$ cat src/rtl/execute_stage_if.sv
// Bundle of the ID/EX inputs, WB forwarding inputs, fetch redirect outputs and EX/MEM register
// outputs seen by the execute stage.
interface execute_stage_if #(
   parameter int unsigned XLEN  = 32,
   parameter int unsigned CNT_W = 32
);
   logic             validE;
   logic [3:0]       aluopE;
   logic             rf_enE;
   logic             imm_enE;
   logic             jump_enE;
   logic [2:0]       br_typeE;
   logic             mem_readE;
   logic             mem_writeE;
   logic [1:0]       wb_selE;
   logic             sel_AE;
   logic [XLEN-1:0]  pcE;
   logic [XLEN-1:0]  rs1_dataE;
   logic [XLEN-1:0]  rs2_dataE;
   logic [XLEN-1:0]  immE;
   logic [4:0]       rs1E;
   logic [4:0]       rs2E;
   logic [4:0]       rdE;
   logic [XLEN-1:0]  wb_dataW;
   logic [4:0]       rdW;
   logic             rf_enW;
   logic             stall;

   logic             redirect;
   logic [XLEN-1:0]  redirect_pc;
   logic [XLEN-1:0]  alu_resultM;
   logic [XLEN-1:0]  write_dataM;
   logic [XLEN-1:0]  pc4M;
   logic [4:0]       rdM;
   logic             rf_enM;
   logic             mem_readM;
   logic             mem_writeM;
   logic             validM;
   logic [1:0]       wb_selM;
   logic [CNT_W-1:0] redirect_count;

   modport master (
      output validE, aluopE, rf_enE, imm_enE, jump_enE, br_typeE, mem_readE, mem_writeE,
             wb_selE, sel_AE, pcE, rs1_dataE, rs2_dataE, immE, rs1E, rs2E, rdE,
             wb_dataW, rdW, rf_enW, stall,
      input  redirect, redirect_pc, alu_resultM, write_dataM, pc4M, rdM, rf_enM,
             mem_readM, mem_writeM, validM, wb_selM, redirect_count
   );

   modport slave (
      input  validE, aluopE, rf_enE, imm_enE, jump_enE, br_typeE, mem_readE, mem_writeE,
             wb_selE, sel_AE, pcE, rs1_dataE, rs2_dataE, immE, rs1E, rs2E, rdE,
             wb_dataW, rdW, rf_enW, stall,
      output redirect, redirect_pc, alu_resultM, write_dataM, pc4M, rdM, rf_enM,
             mem_readM, mem_writeM, validM, wb_selM, redirect_count
   );
endinterface

$ cat src/rtl/execute_stage.sv
// RISC-V EX stage: operand forwarding, ALU, branch/jump resolution with fetch redirect,
// EX/MEM pipeline register and a count of taken redirects.
module execute_stage #(
   parameter int unsigned XLEN  = 32,
   parameter int unsigned CNT_W = 32
) (
   input logic            clk,
   input logic            rst,
   execute_stage_if.slave ex_bus
);
   logic [XLEN-1:0]  r_alu_result;
   logic [XLEN-1:0]  r_write_data;
   logic [XLEN-1:0]  r_pc4;
   logic [4:0]       r_rd;
   logic             r_rf_en;
   logic             r_mem_read;
   logic             r_mem_write;
   logic             r_valid;
   logic [1:0]       r_wb_sel;
   logic [CNT_W-1:0] r_count;

   logic [XLEN-1:0]  w_fwd1;
   logic [XLEN-1:0]  w_fwd2;
   logic [XLEN-1:0]  w_op_a;
   logic [XLEN-1:0]  w_op_b;
   logic [4:0]       w_shamt;
   logic [XLEN-1:0]  w_alu;
   logic             w_taken;
   logic             w_redirect;
   logic [XLEN-1:0]  w_redirect_pc;

   // Loads sitting in MEM have no data yet, so they are excluded from forwarding.
   logic w_mem_fwd_ok;
   assign w_mem_fwd_ok = r_valid & r_rf_en & (r_rd != 5'd0) & (r_wb_sel != 2'd1);

   always_comb begin
      w_fwd1 = ex_bus.rs1_dataE;
      if (w_mem_fwd_ok && (r_rd == ex_bus.rs1E)) begin
         w_fwd1 = r_alu_result;
      end else if (ex_bus.rf_enW && (ex_bus.rdW != 5'd0) && (ex_bus.rdW == ex_bus.rs1E)) begin
         w_fwd1 = ex_bus.wb_dataW;
      end
   end

   always_comb begin
      w_fwd2 = ex_bus.rs2_dataE;
      if (w_mem_fwd_ok && (r_rd == ex_bus.rs2E)) begin
         w_fwd2 = r_alu_result;
      end else if (ex_bus.rf_enW && (ex_bus.rdW != 5'd0) && (ex_bus.rdW == ex_bus.rs2E)) begin
         w_fwd2 = ex_bus.wb_dataW;
      end
   end

   assign w_op_a  = ex_bus.sel_AE  ? ex_bus.pcE  : w_fwd1;
   assign w_op_b  = ex_bus.imm_enE ? ex_bus.immE : w_fwd2;
   assign w_shamt = w_op_b[4:0];

   always_comb begin
      w_alu = '0;
      case (ex_bus.aluopE)
         4'd0:    w_alu = w_op_a + w_op_b;
         4'd1:    w_alu = w_op_a - w_op_b;
         4'd2:    w_alu = w_op_a << w_shamt;
         4'd3:    w_alu = {{(XLEN-1){1'b0}}, ($signed(w_op_a) < $signed(w_op_b))};
         4'd4:    w_alu = {{(XLEN-1){1'b0}}, (w_op_a < w_op_b)};
         4'd5:    w_alu = w_op_a ^ w_op_b;
         4'd6:    w_alu = w_op_a >> w_shamt;
         4'd7:    w_alu = $unsigned($signed(w_op_a) >>> w_shamt);
         4'd8:    w_alu = w_op_a | w_op_b;
         4'd9:    w_alu = w_op_a & w_op_b;
         4'd10:   w_alu = w_op_b;
         default: w_alu = '0;
      endcase
   end

   always_comb begin
      w_taken = 1'b0;
      case (ex_bus.br_typeE)
         3'd1:    w_taken = (w_fwd1 == w_fwd2);
         3'd2:    w_taken = (w_fwd1 != w_fwd2);
         3'd4:    w_taken = ($signed(w_fwd1) <  $signed(w_fwd2));
         3'd5:    w_taken = ($signed(w_fwd1) >= $signed(w_fwd2));
         3'd6:    w_taken = (w_fwd1 <  w_fwd2);
         3'd7:    w_taken = (w_fwd1 >= w_fwd2);
         default: w_taken = 1'b0;
      endcase
   end

   assign w_redirect    = ex_bus.validE & ~ex_bus.stall & (ex_bus.jump_enE | w_taken);
   assign w_redirect_pc = ex_bus.jump_enE ? {w_alu[XLEN-1:1], 1'b0}
                                          : (ex_bus.pcE + ex_bus.immE);

   always_ff @(posedge clk or negedge rst) begin
      if (!rst) begin
         r_alu_result <= '0;
         r_write_data <= '0;
         r_pc4        <= '0;
         r_rd         <= '0;
         r_rf_en      <= 1'b0;
         r_mem_read   <= 1'b0;
         r_mem_write  <= 1'b0;
         r_valid      <= 1'b0;
         r_wb_sel     <= '0;
      end else if (!ex_bus.stall) begin
         if (ex_bus.validE) begin
            r_alu_result <= w_alu;
            r_write_data <= w_fwd2;
            r_pc4        <= ex_bus.pcE + XLEN'(4);
            r_rd         <= ex_bus.rdE;
            r_rf_en      <= ex_bus.rf_enE;
            r_mem_read   <= ex_bus.mem_readE;
            r_mem_write  <= ex_bus.mem_writeE;
            r_valid      <= 1'b1;
            r_wb_sel     <= ex_bus.wb_selE;
         end else begin
            r_alu_result <= '0;
            r_write_data <= '0;
            r_pc4        <= '0;
            r_rd         <= '0;
            r_rf_en      <= 1'b0;
            r_mem_read   <= 1'b0;
            r_mem_write  <= 1'b0;
            r_valid      <= 1'b0;
            r_wb_sel     <= '0;
         end
      end
   end

   always_ff @(posedge clk or negedge rst) begin
      if (!rst) begin
         r_count <= '0;
      end else if (w_redirect) begin
         r_count <= r_count + CNT_W'(1);
      end
   end

   assign ex_bus.redirect       = w_redirect;
   assign ex_bus.redirect_pc    = w_redirect_pc;
   assign ex_bus.alu_resultM    = r_alu_result;
   assign ex_bus.write_dataM    = r_write_data;
   assign ex_bus.pc4M           = r_pc4;
   assign ex_bus.rdM            = r_rd;
   assign ex_bus.rf_enM         = r_rf_en;
   assign ex_bus.mem_readM      = r_mem_read;
   assign ex_bus.mem_writeM     = r_mem_write;
   assign ex_bus.validM         = r_valid;
   assign ex_bus.wb_selM        = r_wb_sel;
   assign ex_bus.redirect_count = r_count;
endmodule

$ cat src/flat_wrapper.sv
// flat-port wrapper written by rule: the top's interface ports become plain ports
module execute_stage_flat 
#(
   parameter int unsigned XLEN  = 32,
   parameter int unsigned CNT_W = 32
)
  (clk, rst, ex_bus_validE, ex_bus_aluopE, ex_bus_rf_enE, ex_bus_imm_enE, ex_bus_jump_enE, ex_bus_br_typeE, ex_bus_mem_readE, ex_bus_mem_writeE, ex_bus_wb_selE, ex_bus_sel_AE, ex_bus_pcE, ex_bus_rs1_dataE, ex_bus_rs2_dataE, ex_bus_immE, ex_bus_rs1E, ex_bus_rs2E, ex_bus_rdE, ex_bus_wb_dataW, ex_bus_rdW, ex_bus_rf_enW, ex_bus_stall, ex_bus_redirect, ex_bus_redirect_pc, ex_bus_alu_resultM, ex_bus_write_dataM, ex_bus_pc4M, ex_bus_rdM, ex_bus_rf_enM, ex_bus_mem_readM, ex_bus_mem_writeM, ex_bus_validM, ex_bus_wb_selM, ex_bus_redirect_count);
  execute_stage_if #(.XLEN(XLEN), .CNT_W(CNT_W)) ex_bus_i ();
  input logic clk;
  input logic rst;
  input wire logic [$bits(ex_bus_i.validE)-1:0] ex_bus_validE;
  input wire logic [$bits(ex_bus_i.aluopE)-1:0] ex_bus_aluopE;
  input wire logic [$bits(ex_bus_i.rf_enE)-1:0] ex_bus_rf_enE;
  input wire logic [$bits(ex_bus_i.imm_enE)-1:0] ex_bus_imm_enE;
  input wire logic [$bits(ex_bus_i.jump_enE)-1:0] ex_bus_jump_enE;
  input wire logic [$bits(ex_bus_i.br_typeE)-1:0] ex_bus_br_typeE;
  input wire logic [$bits(ex_bus_i.mem_readE)-1:0] ex_bus_mem_readE;
  input wire logic [$bits(ex_bus_i.mem_writeE)-1:0] ex_bus_mem_writeE;
  input wire logic [$bits(ex_bus_i.wb_selE)-1:0] ex_bus_wb_selE;
  input wire logic [$bits(ex_bus_i.sel_AE)-1:0] ex_bus_sel_AE;
  input wire logic [$bits(ex_bus_i.pcE)-1:0] ex_bus_pcE;
  input wire logic [$bits(ex_bus_i.rs1_dataE)-1:0] ex_bus_rs1_dataE;
  input wire logic [$bits(ex_bus_i.rs2_dataE)-1:0] ex_bus_rs2_dataE;
  input wire logic [$bits(ex_bus_i.immE)-1:0] ex_bus_immE;
  input wire logic [$bits(ex_bus_i.rs1E)-1:0] ex_bus_rs1E;
  input wire logic [$bits(ex_bus_i.rs2E)-1:0] ex_bus_rs2E;
  input wire logic [$bits(ex_bus_i.rdE)-1:0] ex_bus_rdE;
  input wire logic [$bits(ex_bus_i.wb_dataW)-1:0] ex_bus_wb_dataW;
  input wire logic [$bits(ex_bus_i.rdW)-1:0] ex_bus_rdW;
  input wire logic [$bits(ex_bus_i.rf_enW)-1:0] ex_bus_rf_enW;
  input wire logic [$bits(ex_bus_i.stall)-1:0] ex_bus_stall;
  output wire logic [$bits(ex_bus_i.redirect)-1:0] ex_bus_redirect;
  output wire logic [$bits(ex_bus_i.redirect_pc)-1:0] ex_bus_redirect_pc;
  output wire logic [$bits(ex_bus_i.alu_resultM)-1:0] ex_bus_alu_resultM;
  output wire logic [$bits(ex_bus_i.write_dataM)-1:0] ex_bus_write_dataM;
  output wire logic [$bits(ex_bus_i.pc4M)-1:0] ex_bus_pc4M;
  output wire logic [$bits(ex_bus_i.rdM)-1:0] ex_bus_rdM;
  output wire logic [$bits(ex_bus_i.rf_enM)-1:0] ex_bus_rf_enM;
  output wire logic [$bits(ex_bus_i.mem_readM)-1:0] ex_bus_mem_readM;
  output wire logic [$bits(ex_bus_i.mem_writeM)-1:0] ex_bus_mem_writeM;
  output wire logic [$bits(ex_bus_i.validM)-1:0] ex_bus_validM;
  output wire logic [$bits(ex_bus_i.wb_selM)-1:0] ex_bus_wb_selM;
  output wire logic [$bits(ex_bus_i.redirect_count)-1:0] ex_bus_redirect_count;
  assign ex_bus_i.validE = ex_bus_validE;
  assign ex_bus_i.aluopE = ex_bus_aluopE;
  assign ex_bus_i.rf_enE = ex_bus_rf_enE;
  assign ex_bus_i.imm_enE = ex_bus_imm_enE;
  assign ex_bus_i.jump_enE = ex_bus_jump_enE;
  assign ex_bus_i.br_typeE = ex_bus_br_typeE;
  assign ex_bus_i.mem_readE = ex_bus_mem_readE;
  assign ex_bus_i.mem_writeE = ex_bus_mem_writeE;
  assign ex_bus_i.wb_selE = ex_bus_wb_selE;
  assign ex_bus_i.sel_AE = ex_bus_sel_AE;
  assign ex_bus_i.pcE = ex_bus_pcE;
  assign ex_bus_i.rs1_dataE = ex_bus_rs1_dataE;
  assign ex_bus_i.rs2_dataE = ex_bus_rs2_dataE;
  assign ex_bus_i.immE = ex_bus_immE;
  assign ex_bus_i.rs1E = ex_bus_rs1E;
  assign ex_bus_i.rs2E = ex_bus_rs2E;
  assign ex_bus_i.rdE = ex_bus_rdE;
  assign ex_bus_i.wb_dataW = ex_bus_wb_dataW;
  assign ex_bus_i.rdW = ex_bus_rdW;
  assign ex_bus_i.rf_enW = ex_bus_rf_enW;
  assign ex_bus_i.stall = ex_bus_stall;
  assign ex_bus_redirect = ex_bus_i.redirect;
  assign ex_bus_redirect_pc = ex_bus_i.redirect_pc;
  assign ex_bus_alu_resultM = ex_bus_i.alu_resultM;
  assign ex_bus_write_dataM = ex_bus_i.write_dataM;
  assign ex_bus_pc4M = ex_bus_i.pc4M;
  assign ex_bus_rdM = ex_bus_i.rdM;
  assign ex_bus_rf_enM = ex_bus_i.rf_enM;
  assign ex_bus_mem_readM = ex_bus_i.mem_readM;
  assign ex_bus_mem_writeM = ex_bus_i.mem_writeM;
  assign ex_bus_validM = ex_bus_i.validM;
  assign ex_bus_wb_selM = ex_bus_i.wb_selM;
  assign ex_bus_redirect_count = ex_bus_i.redirect_count;
  execute_stage #(.XLEN(XLEN), .CNT_W(CNT_W)) u_core (.clk(clk), .rst(rst), .ex_bus(ex_bus_i));
endmodule
$ cat config.mk
export PLATFORM = sky130hd
export DESIGN_NAME = execute_stage_flat
export DESIGN_NICKNAME = d
export VERILOG_FILES = /design/src/rtl/execute_stage_if.sv /design/src/rtl/execute_stage.sv /design/src/flat_wrapper.sv
export SDC_FILE = /design/constraint.sdc
export NUM_CORES = 1
export LEC_CHECK = 0
export ABC_AREA = 1
export CORE_MARGIN = 5
export CORE_UTILIZATION = 40
export DETAILED_ROUTE_END_ITERATION = 8
export PLACE_DENSITY = 0.74
export SLEW_MARGIN = 20
export SYNTH_ARGS = -nofsm -noshare
export SYNTH_HDL_FRONTEND = slang
export SYNTH_SLANG_ARGS = --single-unit
export TNS_END_PERCENT = 20
$ cat constraint.sdc
create_clock -name clk -period 5.77 [get_ports clk]
set_input_delay 0.577 -clock clk [delete_from_list [all_inputs] [get_ports clk]]
set_output_delay 0.577 -clock clk [all_outputs]
set_load 0.05 [all_outputs]
==> impl_metrics.ini <==
[outcome]
status = complete, no violations

[finish]
final_util_pct = 56.40
fin_nets = 4634
drive_above_1_share_pct = 16.20
syn_to_final_growth_pct = 39.71
fin_cells = 4968
final_area_um2 = 29700

[clock_tree]
cts_max_path_buffers = 2
ctsRootBufferMaster = clkbuf_16
numCtsBuffers = 17
cts_tree = built
htreeDepth = 4
clkTransAtPathRegs_ps = 60
clock_latency_ps = 470
cts.sinks = 139

[global_route]
antenna_found_initial = 3
grt_max_degree = 95
top_usage_layer = met2
grt_overflow = 0
grt_first_pass_wirelength_mm = 164.5
grt_pass1_vias = 26030
met1_usage_pct = 50.12
use_met2_pct = 55.08
track_usage_pct = 37.41
use_met3_pct = 10.19

[drt]
wl_per_cell_um = 23.37
drtPass1Iterations = 7
vias_per_cell = 5.848
wl_mm = 116.1
drt_iter0_drc = 4138
vias = 29060
ant_nets = 0
drcViolationCount = 0

[sta]
post-route-period-util_pct = 98.91
worst_slew_pin_slew_ps = 1000
rsz0062_at_grt = yes
whs_ps = 196.1
maxSlewViolCount = 0
setup-violations-final = 0
tns_ps = 0
hold_viol_final = 0
relSlewSlack_pct = 32.92
skew_ps = 23.33
fmax_mhz = 175.2
fin_ws_ps = 62.96
fin_crit_ps = 5707

[synthesis]
postSynthAreaPerCell_um2 = 5.813
yosysWarningCount = 0
ys_dominant_reg_cell = dfrtp_1
synthAdderAreaFrac_pct = 10.11
synth-seq-cells = 139
synth_xor_area_share_pct = 2.802
ys_types = 60
synth_nets = 4027
postSynth.asyncResetShare_pct = 100.0
syn_inst = 3657
synth_edf_count = 0
synth_compound_area_share_pct = 17.77
synth_top_family_by_area = simple AND/OR/NAND/NOR gates
synth_area_um2 = 21260
synth-simple-area-share_pct = 42.01
synth_mux_area_share_pct = 0
yosysSeqAreaShare_pct = 16.36

[pwr]
p_leak_nw = 14.93
cellPowerDensity_nw_per_um2 = 200.9
irDropWorstVdd_v = 0.0001866
power_mw = 5.965

[worst_setup_path]
critPathRequiredTime_ps = 5190
path_common_cell = nand2_1
critPathKind = input port to primary output
crit_path_start_kind = input port
cp.arrival_ps = 5130
crit_buf_inv = 9
critical_path.max_fanout = 5
r2r_slack_ps = 980
cpPeakStageDelay_ps = 470
critical_path.endpoint_type = primary output
critical_path.top_delay_family = buffers and inverters
slowest_stage = clkdlybuf4s50_1

[floorplan]
die_x_um = 240.5
rows = 84
ios = 372
core_um2 = 52660
initial_core_util_pct = 40.37
die_area_um2 = 57850
fp.dieH_um = 240.5

[placed_design]
io_buffers = 371
placed_cell_area_um2 = 28230
dp_hpwl_mm = 94.11
dpl.cell_count = 4917
gp_congestion = 1.052
place_ws_ps = -166.1

[hold_path]
min_path_type = input port to async pin

[flow_run]
drv_cap = 0
[placed cells by master, fill, tap and decap left out, drive strengths merged, types with 2 or more instances in the layout]
cell type,n
nand2,1141
nand3,544
buf,423
inv,402
clkdlybuf4s50,328
o21ai,258
nor2,234
a21oi,207
ha,167
dfrtp,139
xor2,50
nand4,48
nor3,47
o211ai,46
or2,29
clkbuf,19
xnor2,18
o31ai,15
nor4,15
a221oi,14
o21a,13
o22ai,13
o2111ai,13
a32o,11
a31oi,10
o21bai,9
a22o,9
dlymetal6s2s,9
nand3b,8
clkinv,7
a211oi,4
a21o,4
o221a,4
o221ai,4
diode,3
clkinvlp,3
fa,3
nor3b,2
bufinv,2
[registers in the layout (all words and copies together), names as in the netlist, 2 cells and up]
| register | flops |
|---|---|
| u_core.ex_bus.alu_resultM | 32 |
| u_core.ex_bus.redirect_count | 32 |
| u_core.ex_bus.pc4M | 32 |
| u_core.ex_bus.write_dataM | 32 |
| u_core.ex_bus.wb_selM | 2 |
| u_core.ex_bus.rdM | 5 |
[cell usage after synthesis (all sizes together) (3+ instances only)]
library cell	instances	area (um^2)
o22ai	13	81.33
o211ai	46	350.3
o21bai	9	67.56
fa	3	60.06
nand3b	8	60.06
o221a	4	45.04
nand3	544	2775
xor2	50	437.9
a32o	11	110.1
or2	29	181.4
dfrtp	139	3478
nor4	15	100.1
nand2	1140	4307
nor3	47	246.5
a221oi	14	122.6
o31ai	15	112.6
a21oi	207	1044
buf	95	528.0
a211oi	4	30.03
xnor2	18	157.7
inv	396	1486
nor2	234	908.4
o2111ai	13	113.9
ha	167	2090
o21ai	258	1363
nand4	48	330.3
a21o	4	30.03
o21a	13	97.59
clkbuf	78	294.0
a31oi	10	62.56
o221ai	4	35.03
clkinv	5	18.77
a22o	9	78.83
[final cells by class]
cell class              count  area [um^2]
fillers                  5295        22960
multi-input cells        2945        16180
repair buffers            760         7059
flip-flops and latches    139         3478
inverters                 401         1508
well taps                 688        860.8
clock buffers              19        452.9
clock inverters            13        152.6
diodes                      3        7.507
[report_power, final]
part / total [mW] / switching (mW) / internal, mW
registers: 1.15 / 0.101 / 1.05
clock network: 1.17 / 0.503 / 0.668
logic: 3.64 / 2.31 / 1.33
[kinds of logic (layout without fill, tap and decap cells)]
kind of cell | Yosys count | count (layout)
AND/OR/NAND/NOR | 2068 | 2069
AO/OA/AOI/OAI | 638 | 638
buffers and inverters | 574 | 1193
adder cells (fa/ha/maj) | 170 | 170
flip-flops | 139 | 139
XOR/XNOR | 68 | 68
other | 0 | 3
[metal layers]
metal  routed length (um)  vias up
met5                   11        -
met4                 7566        2
met3                15260      360
met2                48210     2041
met1                45060    13240
li1                     -    13420
[path summary, 6_finish.rpt]
check,end,start,depth (start not counted)
hold / removal,u_core.ex_bus.rdM[3],rst,1
setup / recovery,ex_bus_redirect_pc[18],ex_bus_rdW[4],31
hold reg to reg,u_core.ex_bus.pc4M[8],u_core.ex_bus.pc4M[8],2
setup reg to reg,u_core.ex_bus.alu_resultM[22],u_core.ex_bus.rdM[0],31
min in group clk,u_core.ex_bus.pc4M[8],u_core.ex_bus.pc4M[8],2
max in group asynchronous,u_core.ex_bus.write_dataM[18],rst,2
[repair_timing]
| item | 4_1_cts | 5_1_grt |
|---|---|---|
| hold buffers | 0 | 0 |
| gates cloned | 0 | 1 |
| setup endpoints to repair | 13 | 26 |
| setup buffers | 0 | 15 |
| pin swaps | 1 | 31 |
| gates resized for setup | 21 | 190 |
(Power assumes the default switching activity.)
